==> src/rtl/uart_tx_scheduler.sv <==
`default_nettype none
// +----------------------------------------------------------------------------+
// | Module   : uart_tx_scheduler                                               |
// | Purpose  : Round-robin arbiter feeding NUM_PORTS byte requesters into a    |
// |            single UART transmitter (start, 8 data LSB-first, STOP_BITS     |
// |            stop bits, then GAP_BITS idle bit-times).                       |
// | Revision : 1.0 - initial release                                           |
// +----------------------------------------------------------------------------+
// | Ports                                                                      |
// |   clk        in   clock, everything on posedge                              |
// |   reset      in   synchronous, active-high                                  |
// |   dbr        in   divisor; bit period = dbr<<4 (0 treated as 16)            |
// |   req_valid  in   per-port byte available                                   |
// |   req_data   in   per-port byte, port k at [8k+7:8k]                        |
// |   req_ready  out  one-hot accept pulse (grant cycle only)                   |
// |   cts        in   clear-to-send, active-low                                 |
// |   txd        out  serial line, idle high                                    |
// |   busy       out  high whenever not idle                                    |
// |   cur_port   out  index of the last granted port                            |
// | Build option                                                               |
// |   UART_TX_SCHED_CTS_GATE_EN : when defined, grants only while cts is low   |
// +----------------------------------------------------------------------------+
module uart_tx_scheduler #(
  parameter int NUM_PORTS = 4,
  parameter int STOP_BITS = 3,
  parameter int GAP_BITS  = 10,
  localparam int PW       = (NUM_PORTS > 1) ? $clog2(NUM_PORTS) : 1
) (
  input  logic                   clk,
  input  logic                   reset,
  input  logic [31:0]            dbr,
  input  logic [NUM_PORTS-1:0]   req_valid,
  input  logic [8*NUM_PORTS-1:0] req_data,
  output logic [NUM_PORTS-1:0]   req_ready,
  input  logic                   cts,
  output logic                   txd,
  output logic                   busy,
  output logic [PW-1:0]          cur_port
);

  localparam int FRAME_BITS = 9 + STOP_BITS;
  localparam int MAX_BITS   = (FRAME_BITS > GAP_BITS) ? FRAME_BITS : GAP_BITS;
  localparam int BCW        = $clog2(MAX_BITS + 1);

  typedef enum logic [1:0] {
    IDLE  = 2'd0,
    SHIFT = 2'd1,
    GAP   = 2'd2
  } state_t;

  state_t          state, state_next;
  logic [PW-1:0]   rr_ptr;
  logic [PW-1:0]   winner;
  logic [7:0]      winner_data;
  logic            found;
  logic            grant;
  logic            cts_ok;
  logic [7:0]      shreg;
  logic [31:0]     period;
  logic [31:0]     period_load;
  logic [31:0]     dbr_scaled;
  logic [31:0]     cyc_cnt;
  logic [BCW-1:0]  bit_cnt;
  logic            bit_end;
  logic            last_frame_bit;
  logic            last_gap_bit;

`ifdef UART_TX_SCHED_CTS_GATE_EN
  assign cts_ok = ~cts;
`else
  logic unused_cts;
  assign unused_cts = cts;
  assign cts_ok     = 1'b1;
`endif

  // Period is truncated to 32 bits; a zero result (dbr=0 or only high bits
  // set) would stall the bit counter, so it is replaced by 16.
  assign dbr_scaled  = dbr << 4;
  assign period_load = (dbr_scaled == 32'd0) ? 32'd16 : dbr_scaled;

  assign bit_end        = (cyc_cnt == period - 32'd1);
  assign last_frame_bit = bit_end && (bit_cnt == BCW'(FRAME_BITS - 1));
  assign last_gap_bit   = bit_end && (bit_cnt == BCW'(GAP_BITS - 1));
  assign busy           = (state != IDLE);

  // Round-robin search: the first valid port at or above rr_ptr wins; if none,
  // wrap around and take the lowest valid port.
  always_comb begin
    logic          found_hi, found_lo;
    logic [PW-1:0] win_hi, win_lo;
    logic [7:0]    dat_hi, dat_lo;
    found_hi = 1'b0;
    found_lo = 1'b0;
    win_hi   = '0;
    win_lo   = '0;
    dat_hi   = '0;
    dat_lo   = '0;
    for (int k = 0; k < NUM_PORTS; k++) begin
      if (req_valid[k] && !found_lo) begin
        found_lo = 1'b1;
        win_lo   = PW'(k);
        dat_lo   = req_data[8*k +: 8];
      end
      if (req_valid[k] && (PW'(k) >= rr_ptr) && !found_hi) begin
        found_hi = 1'b1;
        win_hi   = PW'(k);
        dat_hi   = req_data[8*k +: 8];
      end
    end
    found       = found_hi | found_lo;
    winner      = found_hi ? win_hi : win_lo;
    winner_data = found_hi ? dat_hi : dat_lo;
  end

  always_comb begin
    state_next = state;
    req_ready  = '0;
    grant      = 1'b0;
    case (state)
      IDLE: begin
        if (found && cts_ok && !reset) begin
          grant             = 1'b1;
          req_ready[winner] = 1'b1;
          state_next        = SHIFT;
        end
      end
      SHIFT: begin
        if (last_frame_bit) begin
          if (GAP_BITS == 0) state_next = IDLE;
          else               state_next = GAP;
        end
      end
      GAP: begin
        if (last_gap_bit) state_next = IDLE;
      end
      default: state_next = IDLE;
    endcase
  end

  always_ff @(posedge clk) begin
    if (reset) state <= IDLE;
    else       state <= state_next;
  end

  always_ff @(posedge clk) begin
    if (reset) begin
      txd      <= 1'b1;
      cur_port <= '0;
      rr_ptr   <= '0;
      shreg    <= '0;
      period   <= '0;
      cyc_cnt  <= '0;
      bit_cnt  <= '0;
    end else begin
      case (state)
        IDLE: begin
          if (grant) begin
            shreg    <= winner_data;
            period   <= period_load;
            cur_port <= winner;
            rr_ptr   <= (winner == PW'(NUM_PORTS - 1)) ? '0 : winner + PW'(1);
            txd      <= 1'b0;
            cyc_cnt  <= '0;
            bit_cnt  <= '0;
          end
        end
        SHIFT: begin
          if (bit_end) begin
            cyc_cnt <= '0;
            if (last_frame_bit) begin
              bit_cnt <= '0;
              txd     <= 1'b1;
            end else begin
              // Ones shift in behind the data so the stop bits fall out for free.
              bit_cnt <= bit_cnt + BCW'(1);
              txd     <= shreg[0];
              shreg   <= {1'b1, shreg[7:1]};
            end
          end else begin
            cyc_cnt <= cyc_cnt + 32'd1;
          end
        end
        GAP: begin
          txd <= 1'b1;
          if (bit_end) begin
            cyc_cnt <= '0;
            bit_cnt <= last_gap_bit ? '0 : bit_cnt + BCW'(1);
          end else begin
            cyc_cnt <= cyc_cnt + 32'd1;
          end
        end
        default: begin
          txd <= 1'b1;
        end
      endcase
    end
  end

endmodule
`default_nettype wire

==> config.mk <==
export PLATFORM = sky130hd
export DESIGN_NAME = uart_tx_scheduler
export DESIGN_NICKNAME = d
export VERILOG_FILES = /design/src/rtl/uart_tx_scheduler.sv
export SDC_FILE = /design/constraint.sdc
export NUM_CORES = 1
export LEC_CHECK = 0
export BUFFER_PORTS_ARGS = -buffer_cell sky130_fd_sc_hd__buf_2
export CAP_MARGIN = 20
export CORE_AREA = 2 2 113 115
export CTS_CLUSTER_DIAMETER = 50
export DETAILED_ROUTE_END_ITERATION = 8
export DIE_AREA = 0 0 115 117
export HOLD_SLACK_MARGIN = 0.15
export PLACE_DENSITY = 0.66
export SETUP_SLACK_MARGIN = 0.02
export SLEW_MARGIN = 20
export SYNTH_ARGS = -nofsm -noshare
export SYNTH_HDL_FRONTEND = slang
export SYNTH_SLANG_ARGS = --single-unit
export TNS_END_PERCENT = 1
==> constraint.sdc <==
create_clock -name clk -period 3.98 [get_ports clk]
set_input_delay 0.597 -clock clk [delete_from_list [all_inputs] [get_ports clk]]
set_output_delay 0.597 -clock clk [all_outputs]
set_load 0.02 [all_outputs]
==> flow_summary.yaml, run 1 <==
worst_hold_path:
  hp-start: "cur_port[1]"
  hold_class: "register to register"
  holdPathEnd: "cur_port[1]"
  min_path_cells: 2
synthesis:
  yosysTopAreaCellShare: 0.293
  synthTopCellsByArea: "dfxtp_1 29%, nand2_1 8.3%, a21oi_1 5.7%"
  syn_area_sq_mm: 0.00540
  synthTopCellsByCount: "119 x nand2_1, 79 x dfxtp_1, 66 x nor2_1"
  syn_nets: 815
  ys_ff_latch: 79
  synth-seq-area-share: 0.293
  syn_inst: 732
  synth.distinct_cells: 69
  synth-edff-count: 0
  synth_area_per_cell_sq_um: 7.37
  synth.largest_area_cell: "dfxtp_1"
  yosysWarnings: 0
  synth_ff_type: "dfxtp_1"
  synth_async_sr_flop_share: 0
  synth_most_common_cell: "nand2_1"
setup_path:
  r2r_slack_ns: 0.45
  r2r_start: "period[4]"
  cp.arrival_ns: 3.77
  cp-start-kind: "register"
  crit_chain: "or4_1, nand4bb_4, or4_4, xor2_1, a311o_1, nand4_4, nand3_2, nor2_1, a21oi_1, a311oi_1"
  max_stage_delay_ns: 0.68
  required_ns: 4.22
  crit_slowest_cell: "or4_1"
  crit_path_max_fanout: 15
  cp-end-kind: "register"
  critPathKind: "register to register"
  r2r.worst_path.cells: 10
  r2r-end: "cyc_cnt[17]"
global_route:
  grt_overflow: 0
  first_global_vias: 4937
  grt_pass1_wl_um: 23600
  antenna_found_initial: 1
  grtUsageTotal: 0.216
  grt_max_degree: 45
sta:
  setup_ws_ns: 0.448
  period_needed_ns: 3.53
  fmax_mhz: 283
  finalCritPeriodShare: 0.887
  tns_ns: 0
  rsz0062_at_grt: "no"
  tightest_slew_ns: 0.791
  setup_violations: 0
  skew_ns: 0.00565
  slew_headroom: 0.472
  final_hold_viol_count: 0
  drv_slew: 0
power:
  power_leakage_nw: 2.24
  p_sw_mw: 1.28
  internal_power_mw: 1.91
  vdd_ir_drop_max_mv: 0.303
  clockPowerShare: 0.264
  p_sw_frac: 0.401
  seqPwrFrac: 0.319
  power_mw: 3.20
  p_per_area_mw_per_mm2: 525
  p_comb_frac: 0.417
clock_network:
  cts-resized-gates: 0
  cts_setup_buffers: 0
  cts.sinks: 79
  clk_pin_slew_ns: 0.06
  hold_buffers: 0
  cts.htree.levels: 3
  root_buffer: "clkbuf_16"
  cts_made_buffers: 9
  clockBufferDepth: 2
  clk_latency_ns: 0.34
  cts_tree: "built"
floorplan:
  die_w_um: 115
  dieHeight_um: 117
  ios: 79
  start_util: 0.438
  num_rows: 41
  core_sq_mm: 0.0123
  die_area_sq_mm: 0.0135
place:
  post-place-cells: 910
  dp_slack_ns: 0.408
  numPortBuffers: 73
  gp_congestion: 0.919
  dpl.hpwl_um: 10400
final_layout:
  drive_gt1_frac: 0.146
  final_nets: 854
  utilization: 0.494
  final_cell_count_no_fill: 926
  area_growth_pct: 12.7
  antenna_cells: 0
route:
  remaining_drc_errors: 0
  totalWireLength_um: 14200
  vias_per_cell: 5.93
  drtAntennaViolNets: 0
  dr.first_iter.drc_count: 392
  dr_total_vias: 5488
  dr.pass1.iters: 5
  routedWlPerCell_um: 15.4
job:
  maxCapViolCount: 0
run_status:
  status: "completed"
==> power groups by stage <==
| stage | sequential [mW] | clock, mW | combinational, mW |
|---|---|---|---|
| after floorplan | 0.977 | 0 | 1.10 |
| after global placement | 1.03 | 0 | 1.29 |
| after detailed placement | 1.03 | 0 | 1.33 |
| after CTS | 1.02 | 0.860 | 1.33 |
| after global routing | 1.04 | 0.894 | 1.48 |
| final | 1.02 | 0.844 | 1.33 |
==> layout by cell type (no fill, tap or decap), types with 4 or more instances in the layout <==
| master | netlist | layout |
|---|---|---|
| a31oi_1 | 10 | 10 |
| buf_2 | 5 | 73 |
| a311oi_1 | 21 | 21 |
| o21ai_1 | 11 | 12 |
| nor3_1 | 29 | 28 |
| buf_4 | 1 | 6 |
| nor2_1 | 66 | 66 |
| a21oi_1 | 61 | 61 |
| and3_1 | 13 | 13 |
| nor2b_1 | 7 | 7 |
| o211a_1 | 5 | 5 |
| nand4_1 | 13 | 13 |
| xor2_1 | 9 | 9 |
| ha_1 | 12 | 12 |
| o21ai_0 | 24 | 23 |
| nor4_1 | 24 | 24 |
| xnor2_1 | 31 | 31 |
| or3_1 | 6 | 6 |
| clkbuf_16 | 0 | 9 |
| a22oi_1 | 4 | 4 |
| nand2b_1 | 7 | 7 |
| nand3_1 | 26 | 26 |
| o22ai_1 | 11 | 11 |
| mux2i_1 | 10 | 10 |
| inv_1 | 15 | 15 |
| o22a_1 | 5 | 5 |
| a221oi_1 | 5 | 5 |
| dfxtp_1 | 79 | 79 |
| nand2_1 | 119 | 119 |
| and2_1 | 6 | 6 |
==> state kept, by name, indices dropped and copies added (netlist names) <==
register / count
bit_cnt: 4
cur_port: 2
cyc_cnt: 32
period: 28
rr_ptr: 2
shreg: 8
state: 2
txd: 1
==> metrics by stage <==
stage          area (sq um)  hold WS (ns)
2_1_floorplan          5400         0.449
3_3_place_gp           5780         0.445
3_5_place_dp           5780         0.451
4_1_cts                6080         0.464
5_1_grt                6080         0.493
6_report               6080         0.464
==> critical path: cells and delay by family (launching register included) <==
family | cells | cell delay (ns)
DFF | 1 | 0.37
and+or+nand+nor | 6 | 2.13
AOI/OAI and AO/OA | 3 | 0.76
xor gates and xnor gates | 1 | 0.16
==> worst max path at each step <==
stage / startpoint / endpoint
finish: period[4] / cyc_cnt[17]
global route: period[4] / cyc_cnt[23]
CTS: period[4] / cyc_cnt[31]
detailed placement: period[4] / cyc_cnt[31]
global placement: period[4] / cyc_cnt[31]
floorplan: period[4] / cyc_cnt[22]
==> kinds of logic (layout without fill, tap and decap cells) <==
logic type	count (synthesis)	after routing	share of synthesized area
xor gates and xnor gates	40	40	0.0649
adders and majority gates	12	12	0.0278
AOI/OAI and AO/OA	186	186	0.227
DFF	79	79	0.293
and+or+nand+nor	338	338	0.314
buffers and inverters	67	111	0.0554
muxes	10	10	0.0185
==> layout make-up <==
cell class	count	area (sq um)
multi-input combinational	586	3520
clock inverter	6	67.6
fill	1232	6230
sequential	79	1580
timing repair buffer	80	430
clock buffer	10	239
tap	150	188
inverter	15	56.3
==> metal layers <==
| metal | track usage | part of all wire | vias to the layer above | wire length [um] |
|---|---|---|---|---|
| li1 | - | - | 2751 | - |
| met1 | 0.310 | 0.49 | 2570 | 7010 |
| met2 | 0.329 | 0.44 | 152 | 6300 |
| met3 | 0.0443 | 0.054 | 13 | 763 |
| met4 | 0.0602 | 0.010 | 2 | 148 |
| met5 | 0 | 0.0011 | - | 16 |
Power figures use the tool's default switching activity.
==> inputs of run 2 (changes only) <==
Settings changed: BUFFER_PORTS_ARGS -buffer_cell sky130_fd_sc_hd__buf_2 to -buffer_cell sky130_fd_sc_hd__buf_4.
==> run 2 against run 1 <==
Sequential power about the same. Global-route usage increased by 0.30 points. Clock-buffer cell count increased by 1. Die area unchanged. Sequential cell count unchanged. Wire length decreased by 0.55%. Clock skew increased by 0.0054 ns. Hold slack got worse by 0.0023 ns.
==> flow_summary.yaml, run 2 (synthesis gave the netlist of run 1 again) <==
sta:
  final_hold_viol_count: 0
  period_needed_ns: 3.63
  slew_headroom: 0.484
  rsz0062_at_grt: "no"
  fmax_mhz: 275
  finalCritPeriodShare: 0.913
  skew_ns: 0.0110
  setup_violations: 0
  tns_ns: 0
  setup_ws_ns: 0.347
  drv_slew: 0
  tightest_slew_ns: 0.774
setup_path:
  critPathBufInv: 2
  cp-end-kind: "register"
  crit_chain: "inv_1, ha_1, or4b_2, nor4_1, xnor2_1, nand4_1, nor4_1, nand4_4, o21ai_2, o211ai_1, buf_4, nor4_4, nor3_2"
  crit_path_max_fanout: 10
  r2r_start: "period[4]"
  cp.arrival_ns: 3.83
  r2r_slack_ns: 0.35
  worst_path_most_repeated_cell: "nor4_1"
  required_ns: 4.18
  critPathKind: "register to register"
  max_stage_delay_ns: 0.65
  critical_path.top_delay_family: "simple AND/OR/NAND/NOR gates"
  cp-start-kind: "register"
  r2r-end: "shreg[7]"
  r2r.worst_path.cells: 13
  crit_path_start: "period[4]"
  crit_slowest_cell: "or4b_2"
power:
  p_comb_frac: 0.420
  p_per_area_mw_per_mm2: 517
  clockPowerShare: 0.267
  power_leakage_nw: 2.30
  seqPwrFrac: 0.314
  internal_power_mw: 1.96
  vdd_ir_drop_max_mv: 0.289
  p_sw_mw: 1.29
  p_sw_frac: 0.396
global_route:
  grt_max_degree: 75
  grtUsageTotal: 0.219
  first_global_vias: 4937
  grt_overflow: 0
  antenna_found_initial: 0
  grt_pass1_wl_um: 23800
clock_network:
  clk_latency_ns: 0.35
  clockBufferDepth: 2
  cts_made_buffers: 9
  cts.htree.levels: 3
  cts-resized-gates: 0
  clk_pin_slew_ns: 0.06
  hold_buffers: 0
  cts_tree: "built"
  cts.sinks: 79
  root_buffer: "clkbuf_16"
  cts_setup_buffers: 0
floorplan:
  core_sq_mm: 0.0123
  num_rows: 41
  dieHeight_um: 117
  die_w_um: 115
  die_area_sq_mm: 0.0135
  start_util: 0.438
  ios: 79
route:
  totalWireLength_um: 14200
  drtAntennaViolNets: 0
  remaining_drc_errors: 0
  dr.pass1.iters: 5
  vias_per_cell: 5.89
  dr_total_vias: 5457
  dr.first_iter.drc_count: 423
  routedWlPerCell_um: 15.3
final_layout:
  drive_gt1_frac: 0.146
  top_regs: "cyc_cnt x32, period x28, shreg x8"
  largest_register_ffs: 32
  antenna_cells: 0
  final_nets: 854
  mostFrequentLayoutCell: "nand2_1"
  regMostFlops: "cyc_cnt"
  fillers: 1245
  area_growth_pct: 16.3
  final_cell_mix: "119 x nand2_1, 79 x dfxtp_1, 79 x buf_4"
worst_hold_path:
  hp-start: "cur_port[1]"
  holdPathEnd: "cur_port[1]"
  hold_class: "register to register"
  min_path_cells: 2
job:
  maxCapViolCount: 0
place:
  dpl.hpwl_um: 10400
  numPortBuffers: 73
  dp_slack_ns: 0.405
  gp_congestion: 0.918
run_status:
  status: "completed"
[run 2: through the flow]
stage / util / std cells / total power [mW] / hold slack (ns) / area, sq um
2_1_floorplan: - / 732 / 2.07 / 0.449 / 5400
3_3_place_gp: 0.484 / 910 / 2.35 / 0.449 / 5960
3_5_place_dp: 0.484 / 910 / 2.38 / 0.450 / 5960
4_1_cts: 0.510 / 926 / 3.25 / 0.460 / 6270
5_1_grt: 0.510 / 926 / 3.46 / 0.486 / 6270
6_report: 0.510 / 926 / 3.25 / 0.462 / 6270
[run 2: power by group through the flow]
stage / Sequential (mW) / Clock (mW) / Combinational (mW)
2_1_floorplan: 0.977 / 0 / 1.10
3_3_place_gp: 1.03 / 0 / 1.32
3_5_place_dp: 1.03 / 0 / 1.35
4_1_cts: 1.02 / 0.877 / 1.36
5_1_grt: 1.04 / 0.911 / 1.51
6_report: 1.02 / 0.866 / 1.36
[run 2: worst min-delay path, stage by stage (launching register included)]
cell and delay [ns]:
dfxtp_1 0.31, nand2_1 0.05, a21oi_1 0.05
[run 2: how the worst max path moves through the flow]
stage,cells past startpoint,to
final,13,shreg[7]
after global routing,14,shreg[7]
after CTS,13,shreg[7]
after detailed placement,10,cyc_cnt[23]
after global placement,9,cyc_cnt[31]
after floorplan,12,cyc_cnt[22]
[run 2: cell type report]
cell class	count	area, sq um	area share
inverter	15	56.3	0.00897
clock buffer	11	253	0.0403
multi-input combinational	586	3520	0.561
timing repair buffer	80	613	0.0977
clock inverter	5	62.6	0.00997
tap	150	188	0.0299
sequential	79	1580	0.252
[run 2: per-layer routing]
layer | vias up | track usage | part of all wire
met5 | - | 0 | 0
met4 | 0 | 0.0683 | 0.016
met3 | 15 | 0.0510 | 0.059
met2 | 151 | 0.329 | 0.44
met1 | 2543 | 0.311 | 0.49
li1 | 2748 | - | -
==> inputs of run 3 (changes only) <==
Settings changed: RECOVER_POWER set to 25, REMOVE_ABC_BUFFERS set to 1.
==> run 3 against run 2 <==
Critical path depth unchanged. Largest cell class unchanged. Sequential share of layout area up 0.20 points. Wire length grew 4.4%. Hold slack worse by 0.0026 ns. Highest routed layer unchanged.
==> flow_summary.yaml, run 3 (synthesis gave the netlist of run 1 again) <==
run_status:
  status: "completed"
setup_path:
  crit_chain: "inv_1, ha_1, or4b_2, nor4_1, xnor2_1, nand4_1, nor4_1, nand4_4, o21ai_2, o211ai_1, buf_4, nor4_4, nor3_2"
  crit_path_max_fanout: 10
  cp.arrival_ns: 3.81
  r2r.worst_path.cells: 13
  cp-start-kind: "register"
  critical_path.top_delay_family: "simple AND/OR/NAND/NOR gates"
  path_depth: 13
  critPathBufInv: 2
  cp-end-kind: "register"
  crit_slowest_cell: "or4b_2"
  required_ns: 4.18
  critPathKind: "register to register"
  max_stage_delay_ns: 0.64
  worst_path_most_repeated_cell: "nor4_1"
final_layout:
  drive_gt1_frac: 0.138
  antenna_cells: 0
  area_growth_pct: 15.3
  fillers: 1234
  largest_register_ffs: 32
  final_nets: 854
  regMostFlops: "cyc_cnt"
  fin_area_sq_mm: 0.00622
  mostFrequentLayoutCell: "nand2_1"
  final_cell_mix: "119 x nand2_1, 79 x dfxtp_1, 74 x buf_4"
  top_regs: "cyc_cnt x32, period x28, shreg x8"
power:
  p_sw_mw: 1.29
  p_per_area_mw_per_mm2: 508
  p_comb_frac: 0.431
  clockPowerShare: 0.247
  internal_power_mw: 1.87
  seqPwrFrac: 0.322
  vdd_ir_drop_max_mv: 0.213
  p_sw_frac: 0.409
  power_leakage_nw: 2.27
route:
  vias_per_cell: 5.97
  drtAntennaViolNets: 0
  dr_total_vias: 5529
  dr.first_iter.drc_count: 456
  routedWlPerCell_um: 16.0
  totalWireLength_um: 14800
  dr.pass1.iters: 5
  remaining_drc_errors: 0
worst_hold_path:
  min_path_cells: 2
  hold_class: "register to register"
sta:
  finalCritPeriodShare: 0.908
  tns_ns: 0
  setup_violations: 0
  skew_ns: 0.00893
  drv_slew: 0
  period_needed_ns: 3.61
  slew_headroom: 0.172
  setup_ws_ns: 0.368
  tightest_slew_ns: 1.24
  final_hold_viol_count: 0
  hold_slack_ns: 0.460
  fmax_mhz: 277
  rsz0062_at_grt: "no"
place:
  dp_slack_ns: 0.406
  gp_congestion: 0.899
  dpl-instance-area_sq_mm: 0.00596
  dpl.hpwl_um: 10900
  numPortBuffers: 73
global_route:
  grt_pass1_wl_um: 23800
  grt_max_degree: 79
  grtUsageTotal: 0.221
  antenna_found_initial: 0
  first_global_vias: 4866
  grt_overflow: 0
clock_network:
  hold_buffers: 0
  cts.htree.levels: 3
  clockBufferDepth: 2
  root_buffer: "clkbuf_16"
  cts_setup_buffers: 0
  clk_latency_ns: 0.34
  cts-resized-gates: 0
  cts_made_buffers: 9
  cts.sinks: 79
  clk_pin_slew_ns: 0.06
  cts_tree: "built"
floorplan:
  core_sq_mm: 0.0123
  dieHeight_um: 117
  num_rows: 41
  start_util: 0.438
  die_w_um: 115
  die_area_sq_mm: 0.0135
  ios: 79
job:
  maxCapViolCount: 0
run 3: changes by cell type in the layout (fill, tap and decap cells not counted):
| cell | delta |
|---|---|
| buf_4 | -5 |
| bufinv_16 | -1 |
| clkbuf_1 | +6 |
| clkbuf_8 | -1 |
| clkinv_4 | +1 |
run 3: worst paths after layout:
check | startpoint | to | slack (ns)
max | period[4] | shreg[7] | 0.37
min | cur_port[1] | cur_port[1] | 0.46
max reg2reg | period[4] | shreg[7] | 0.37
min reg2reg | cur_port[1] | cur_port[1] | 0.46
run 3: worst reg2reg max path, cell delays in order (launching register included):
cell and delay [ns]:
dfxtp_1 0.37, inv_1 0.08, ha_1 0.23, or4b_2 0.64, nor4_1 0.27, xnor2_1 0.19, nand4_1 0.17, nor4_1 0.47
nand4_4 0.24, o21ai_2 0.16, o211ai_1 0.09, buf_4 0.23, nor4_4 0.27, nor3_2 0.05
run 3: power by group through the flow:
stage	registers [mW]	clock network (mW)	logic, mW
2_1_floorplan	1.01	0	0.967
3_3_place_gp	1.03	0	1.33
3_5_place_dp	1.03	0	1.35
4_1_cts	1.02	0.800	1.36
5_1_grt	1.04	0.827	1.51
6_report	1.02	0.781	1.36
run 3: layer usage:
metal	routed length, um	global-route usage	part of all wire
met1	7120	0.321	0.48
met2	6320	0.326	0.43
met3	1060	0.0381	0.071
met4	281	0.0843	0.019
met5	0	0	0
run 3: layout make-up:
type	count	area [sq um]	area share
clock inverters	5	41.3	0.00663
clock buffers	11	243	0.0390
repair buffers	80	594	0.0955
well taps	150	188	0.0302
inverters	15	56.3	0.00905
flip-flops and latches	79	1580	0.254
multi-input cells	586	3520	0.566
run 3: per-stage QoR:
stage	total power [mW]	std cells	utilization
floorplan	1.97	680	-
global placement	2.35	910	0.484
detailed placement	2.39	910	0.484
CTS	3.18	926	0.507
global route	3.37	926	0.506
finish	3.16	926	0.506
